--- src/rtl/if_fetch_unit.sv ---
// Instruction fetch: owns the PC, fetches over imem req/ack, feeds IF/ID; 1 instr/cycle when ack lands in the req cycle.
// stall_i freezes presented outputs (req drops in HOLD); IF_ALIGN_CHECK_EN adds misalign_o and word-aligns branch targets.
module if_fetch_unit #(
    parameter logic [31:0] RESET_PC = 32'h0000_0000,
    parameter int unsigned PC_STEP  = 4
) (
    input  logic        clk,
    input  logic        rst,
    input  logic        stall_i,
    input  logic        branch_i,
    input  logic [31:0] branch_target_i,
    output logic        imem_req_o,
    output logic [31:0] imem_addr_o,
    input  logic        imem_ack_i,
    input  logic [31:0] imem_data_i,
    output logic [31:0] PC_Inc_o,
    output logic [31:0] Instr_o,
    output logic        valid_o,
    output logic        flush_o,
    output logic        fetch_busy_o
`ifdef IF_ALIGN_CHECK_EN
    ,
    output logic        misalign_o
`endif
);

    typedef enum logic [1:0] {
        S_FETCH = 2'd0,
        S_HOLD  = 2'd1,
        S_DRAIN = 2'd2
    } state_t;

    state_t      r_state;
    logic [31:0] r_pc;
    logic [31:0] r_addr;
    logic [31:0] r_pc_inc;
    logic [31:0] r_instr;
    logic        r_valid;
    logic        r_flush;

    logic [31:0] w_target;
    logic [31:0] w_pc_next;
    logic        w_req;

`ifdef IF_ALIGN_CHECK_EN
    logic        r_misalign;
    assign w_target   = {branch_target_i[31:2], 2'b00};
    assign misalign_o = r_misalign;
`else
    assign w_target   = branch_target_i;
`endif

    assign w_pc_next = r_pc + 32'(PC_STEP);

    // Request is gated by rst so it is low for the whole reset cycle and rises with the first active cycle.
    assign w_req = rst && (r_state != S_HOLD);

    assign imem_req_o   = w_req;
    assign imem_addr_o  = r_addr;
    assign fetch_busy_o = w_req && !imem_ack_i;
    assign PC_Inc_o     = r_pc_inc;
    assign Instr_o      = r_instr;
    assign valid_o      = r_valid;
    assign flush_o      = r_flush;

    always_ff @(posedge clk) begin
        if (!rst) begin
            r_state  <= S_FETCH;
            r_pc     <= RESET_PC;
            r_addr   <= RESET_PC;
            r_pc_inc <= 32'h0;
            r_instr  <= 32'h0;
            r_valid  <= 1'b0;
            r_flush  <= 1'b0;
`ifdef IF_ALIGN_CHECK_EN
            r_misalign <= 1'b0;
`endif
        end else begin
            r_flush <= branch_i;
`ifdef IF_ALIGN_CHECK_EN
            r_misalign <= branch_i && (branch_target_i[1:0] != 2'b00);
`endif
            case (r_state)
                S_FETCH: begin
                    if (branch_i) begin
                        // A fetch still unanswered must be drained; its address stays on the bus.
                        r_pc    <= w_target;
                        r_valid <= 1'b0;
                        if (imem_ack_i) begin
                            r_addr  <= w_target;
                            r_state <= S_FETCH;
                        end else begin
                            r_state <= S_DRAIN;
                        end
                    end else if (imem_ack_i) begin
                        r_instr  <= imem_data_i;
                        r_pc_inc <= w_pc_next;
                        r_valid  <= 1'b1;
                        r_pc     <= w_pc_next;
                        r_addr   <= w_pc_next;
                        r_state  <= stall_i ? S_HOLD : S_FETCH;
                    end else begin
                        r_valid <= 1'b0;
                    end
                end
                S_HOLD: begin
                    if (branch_i) begin
                        r_pc    <= w_target;
                        r_addr  <= w_target;
                        r_valid <= 1'b0;
                        r_state <= S_FETCH;
                    end else if (!stall_i) begin
                        // IF/ID captures the held word this cycle.
                        r_valid <= 1'b0;
                        r_state <= S_FETCH;
                    end
                end
                S_DRAIN: begin
                    if (branch_i) begin
                        r_pc <= w_target;
                    end
                    if (imem_ack_i) begin
                        r_addr  <= branch_i ? w_target : r_pc;
                        r_state <= S_FETCH;
                    end
                end
                default: begin
                    r_state <= S_FETCH;
                end
            endcase
        end
    end

endmodule

--- config.mk ---
export PLATFORM = sky130hd
export DESIGN_NAME = if_fetch_unit
export DESIGN_NICKNAME = d
export VERILOG_FILES = /design/src/rtl/if_fetch_unit.sv
export SDC_FILE = /design/constraint.sdc
export NUM_CORES = 1
export LEC_CHECK = 0
export CORE_ASPECT_RATIO = 1.2
export CORE_UTILIZATION = 35
export CTS_BUF_LIST = sky130_fd_sc_hd__clkbuf_8
export CTS_CLUSTER_DIAMETER = 200
export CTS_CLUSTER_SIZE = 28
export DETAILED_ROUTE_END_ITERATION = 6
export GPL_TIMING_DRIVEN = 0
export PLACE_DENSITY_LB_ADDON = 0.05
export SYNTH_ARGS = -nofsm -noshare
export SYNTH_HDL_FRONTEND = slang
export SYNTH_SLANG_ARGS = --single-unit
export TNS_END_PERCENT = 10
--- constraint.sdc ---
create_clock -name clk -period 2.6 [get_ports clk]
set_clock_uncertainty 0.2 [all_clocks]
set_input_delay 0.39 -clock clk [delete_from_list [all_inputs] [get_ports clk]]
set_output_delay 0.39 -clock clk [all_outputs]
set_load 0.005 [all_outputs]
==> impl_results.md <==
- Status: finished, violations left
- Failing checks: negative setup slack
- Synth warn: 0
- WL per Instance: 21.09 microns
- Final WS setup: -45.31 ps
- FMAX: 0.3780 GHz
- Top cell type's share of synthesized area: 40.03%
- Die Wd: 127.4 microns
- H-tree levels: 4
- Comb power frac: 26.2%
- Global routing's busiest layer: met2
- Worst reg2reg startpoint: r_pc[2]$_SDFFE_PN0P_
- Nets: 1113
- Crit path launch: r_state[1]$_SDFFE_PN0P_
- CP Launch Type: flip-flop
- Clk_lat worst skew: 460 ps
- EDFF count, synth: 0
- Share of total power in the clock network: 30.8%
- Internal Pwr Total: 3655 uW
- # clock sinks: 132
- CP Max Fanout: 10
- Net switching power: 1763 uW
- Mapped cell area: 6601 sq um
- Final Hold Violating Endpoints: 0
- Vias in the first global route: 6974
- Slew Limit Fails: 0
- Post-synth top area cell: dfxtp_1
- Clk slew on worst S/H paths: 80 ps
- TritonCTS clock tree: done
- # hold bufs at CTS: 0
- Period utilisation layout: 101.7%
- Period minus WS final: 2645 ps
- Proportion of layout cells with a drive suffix above 1: 11.79%
- Max Root-Sink Buffers: 2
- Syn nets: 927
- RSZ-0062 raised after global routing: true
- Antenna fix cells: 0
- Worst min path class: flip-flop to flip-flop
- Finished Layout Cells: 1304
- Met1 global-route usage: 33.61%
- Fillers: 1849
- Post-DRT Antenna Nets: 0
- Drt total wl: 27.50 mm
- Area taken by multi-input logic gates: 3776 sq um
- DR iter-0 viols: 587
- WP data required: 2010 ps
- Reg2reg end: r_pc[27]$_SDFFE_PN0P_
- Most common cell in the synthesized netlist: dfxtp_1
- Pwr/cell area: 586.2 nW/um^2
- Peak supply drop: 0.0002869 V
- Most used DFF post-synth: dfxtp_1
- Setup TNS: -46.99 ps
- Layout area overhead: 40.01%
- Final setup vio count: 2
- Drt pass-1 iters: 5
- Register-to-register setup slack: 0 ps
- P_leak: 0.003242 uW
- Mean Syn Cell Area: 7.730 sq um
- FFs w/ async S/R, synth: 0%
- PortBufs: 168
- Height of the die: 152.4 microns
- Vias: 7416
- First-pass GRT wire length: 40.98 mm
- Worst Reg-to-Reg Cells: 7
- Core area: 18310 sq um
- Clk root buf: clkbuf_8
- DR DRC count: 0
- Initial antenna violation count: 0
- WP data arrival: 2060 ps
- Final weighted congestion in routability-driven placement: 0.9397
- Die ar.: 19420 sq um
- GRT met3 Usage: 5.267%
- IO Pins: 169
- Met2 Usage GRT: 46.40%
- Initial Util: 36.05%
- DR vias/cell: 5.687
- CTS Buf Count: 17
- Max-Cap Viols: 0
- Cell count after placement: 1274
- Post-synthesis sequential area ratio: 40.03%
- Worst Setup End Kind: output pin
- Sw frac: 32.54%
- Global-route usage over all layers: 28.09%
- Seq pwr share: 43.0%
- Worst slew pin tran: 929.4 ps
- FP Rows: 54
- Post-DP HPWL: 19.68 mm
- Max-Slew Margin vs Limit: 38.04%
- #FFs+latches synth: 132
- Synth cell count leaders: 132 x dfxtp_1, 108 x nand2_1, 104 x a21oi_1, 75 x nor2_1, 71 x clkbuf_1
- Crit Path Class: flip-flop to output pin
- FF+latch area: 2644 sq um
- Congestion Overflow GR: 0
- Cells after Synth: 854
- Post-synth cell types: 59
- Pin count of the biggest net entering global routing: 17
- Minimum hold slack: 254.7 ps
- Crit path capture: fetch_busy_o
- Synth top area cells: dfxtp_1 40%, a21oi_1 7.9%, nand2_1 6.1%, o21ai_0 5.2%, nor2_1 4.3%
## layout make-up
type / instances / share of cell area, %
multi-input cells: 628 / 40.86
flip-flops and latches: 132 / 28.60
repair buffers: 173 / 18.76
plain buffers: 77 / 4.007
well taps: 252 / 3.411
clock buffers: 17 / 2.531
clock inverters: 14 / 1.340
inverters: 11 / 0.4873
## power groups by stage
stage / logic [uW] / clock network, uW / registers, uW
global placement: 1360 / 0 / 2360
global route: 1510 / 1770 / 2350
detailed placement: 1350 / 0 / 2360
CTS: 1390 / 1680 / 2320
floorplan: 659 / 0 / 2350
finish: 1420 / 1670 / 2330
## how the worst min path moves through the flow
stage	cells past startpoint	end	start
3_5_place_dp	2	Instr_o[4]$_SDFFE_PN0P_	Instr_o[4]$_SDFFE_PN0P_
5_1_grt	4	PC_Inc_o[7]$_SDFFE_PN0P_	rst
6_report	2	Instr_o[27]$_SDFFE_PN0P_	Instr_o[27]$_SDFFE_PN0P_
4_1_cts	2	Instr_o[4]$_SDFFE_PN0P_	Instr_o[4]$_SDFFE_PN0P_
2_1_floorplan	2	PC_Inc_o[0]$_SDFFE_PN0P_	r_pc[0]$_SDFFE_PN0P_
3_3_place_gp	2	PC_Inc_o[3]$_SDFFE_PN0P_	PC_Inc_o[3]$_SDFFE_PN0P_
## layer usage
| metal | share of wire, % | vias to the layer above | routed length [microns] |
|---|---|---|---|
| li1 | - | 3479 | - |
| met1 | 41 | 3509 | 11200 |
| met2 | 48 | 351 | 13160 |
| met3 | 6.9 | 77 | 1905 |
| met4 | 4.5 | 0 | 1239 |
| met5 | 0 | - | 0 |
## timing repair
action / CTS / global route
setup endpoints to repair: 128 / 99
gates resized for setup: 61 / 39
endpoints found under the hold margin: 0 / 0
setup buffers: 0 / 5
pin swaps: 1 / 4
## worst max-delay path, cell delays in order, from the launching register on
cell             delay, ps
dfxtp_1                370
inv_1                   90
ha_2                   240
buf_2                  200
nor3_1                 190
clkdlybuf4s50_1        520
## cell usage in the layout, fill, tap and decap left out, types with 5 or more instances in the layout
master,n
a211oi_1,16
a21oi_1,103
a221oi_1,20
a22oi_1,9
a31oi_1,22
and3_1,8
buf_2,10
buf_4,9
clkbuf_1,33
clkbuf_2,22
clkbuf_4,6
clkbuf_8,17
clkdlybuf4s50_1,167
clkinv_2,6
dfxtp_1,131
inv_1,13
mux2_2,7
mux2i_1,5
nand2_1,108
nand3_1,20
nand4_1,10
nor2_1,71
nor2b_1,7
nor3_1,21
nor4_1,7
nor4_2,5
o211ai_1,6
o21ai_0,67
o221a_2,5
o221ai_1,6
or3_1,6
xnor2_1,14
xor2_1,11
## stage by stage
step	worst slack (ps)	util (%)	power (uW)	cell area, sq um
4_1_cts	-149.2	49.82	5394	9123
3_3_place_gp	-1204	46.96	3716	8598
5_1_grt	-103.8	50.48	5642	9243
2_1_floorplan	199.7	-	3009	6601
6_report	-45.31	50.48	5418	9243
3_5_place_dp	-1220	46.96	3713	8598
## sequential cells by signal, summed over array words and instances, names as in the netlist
register / cells
Instr_o: 32
PC_Inc_o: 32
imem_addr_o: 32
r_pc: 32
r_state: 2
flush_o: 1
valid_o: 1
## kinds of logic (layout without fill, tap and decap cells)
logic type               Yosys count  after routing  synth area share [%]
adder cells (fa/ha/maj)            4              4                0.7582
AO/OA/AOI/OAI                    295            295                 27.84
AND/OR/NAND/NOR                  292            292                 20.58
buffers and inverters             94            292                 5.516
flip-flops                       132            132                 40.03
XOR/XNOR                          25             25                 3.317
multiplexers                      12             12                 1.952
(Power assumes the default switching activity.)
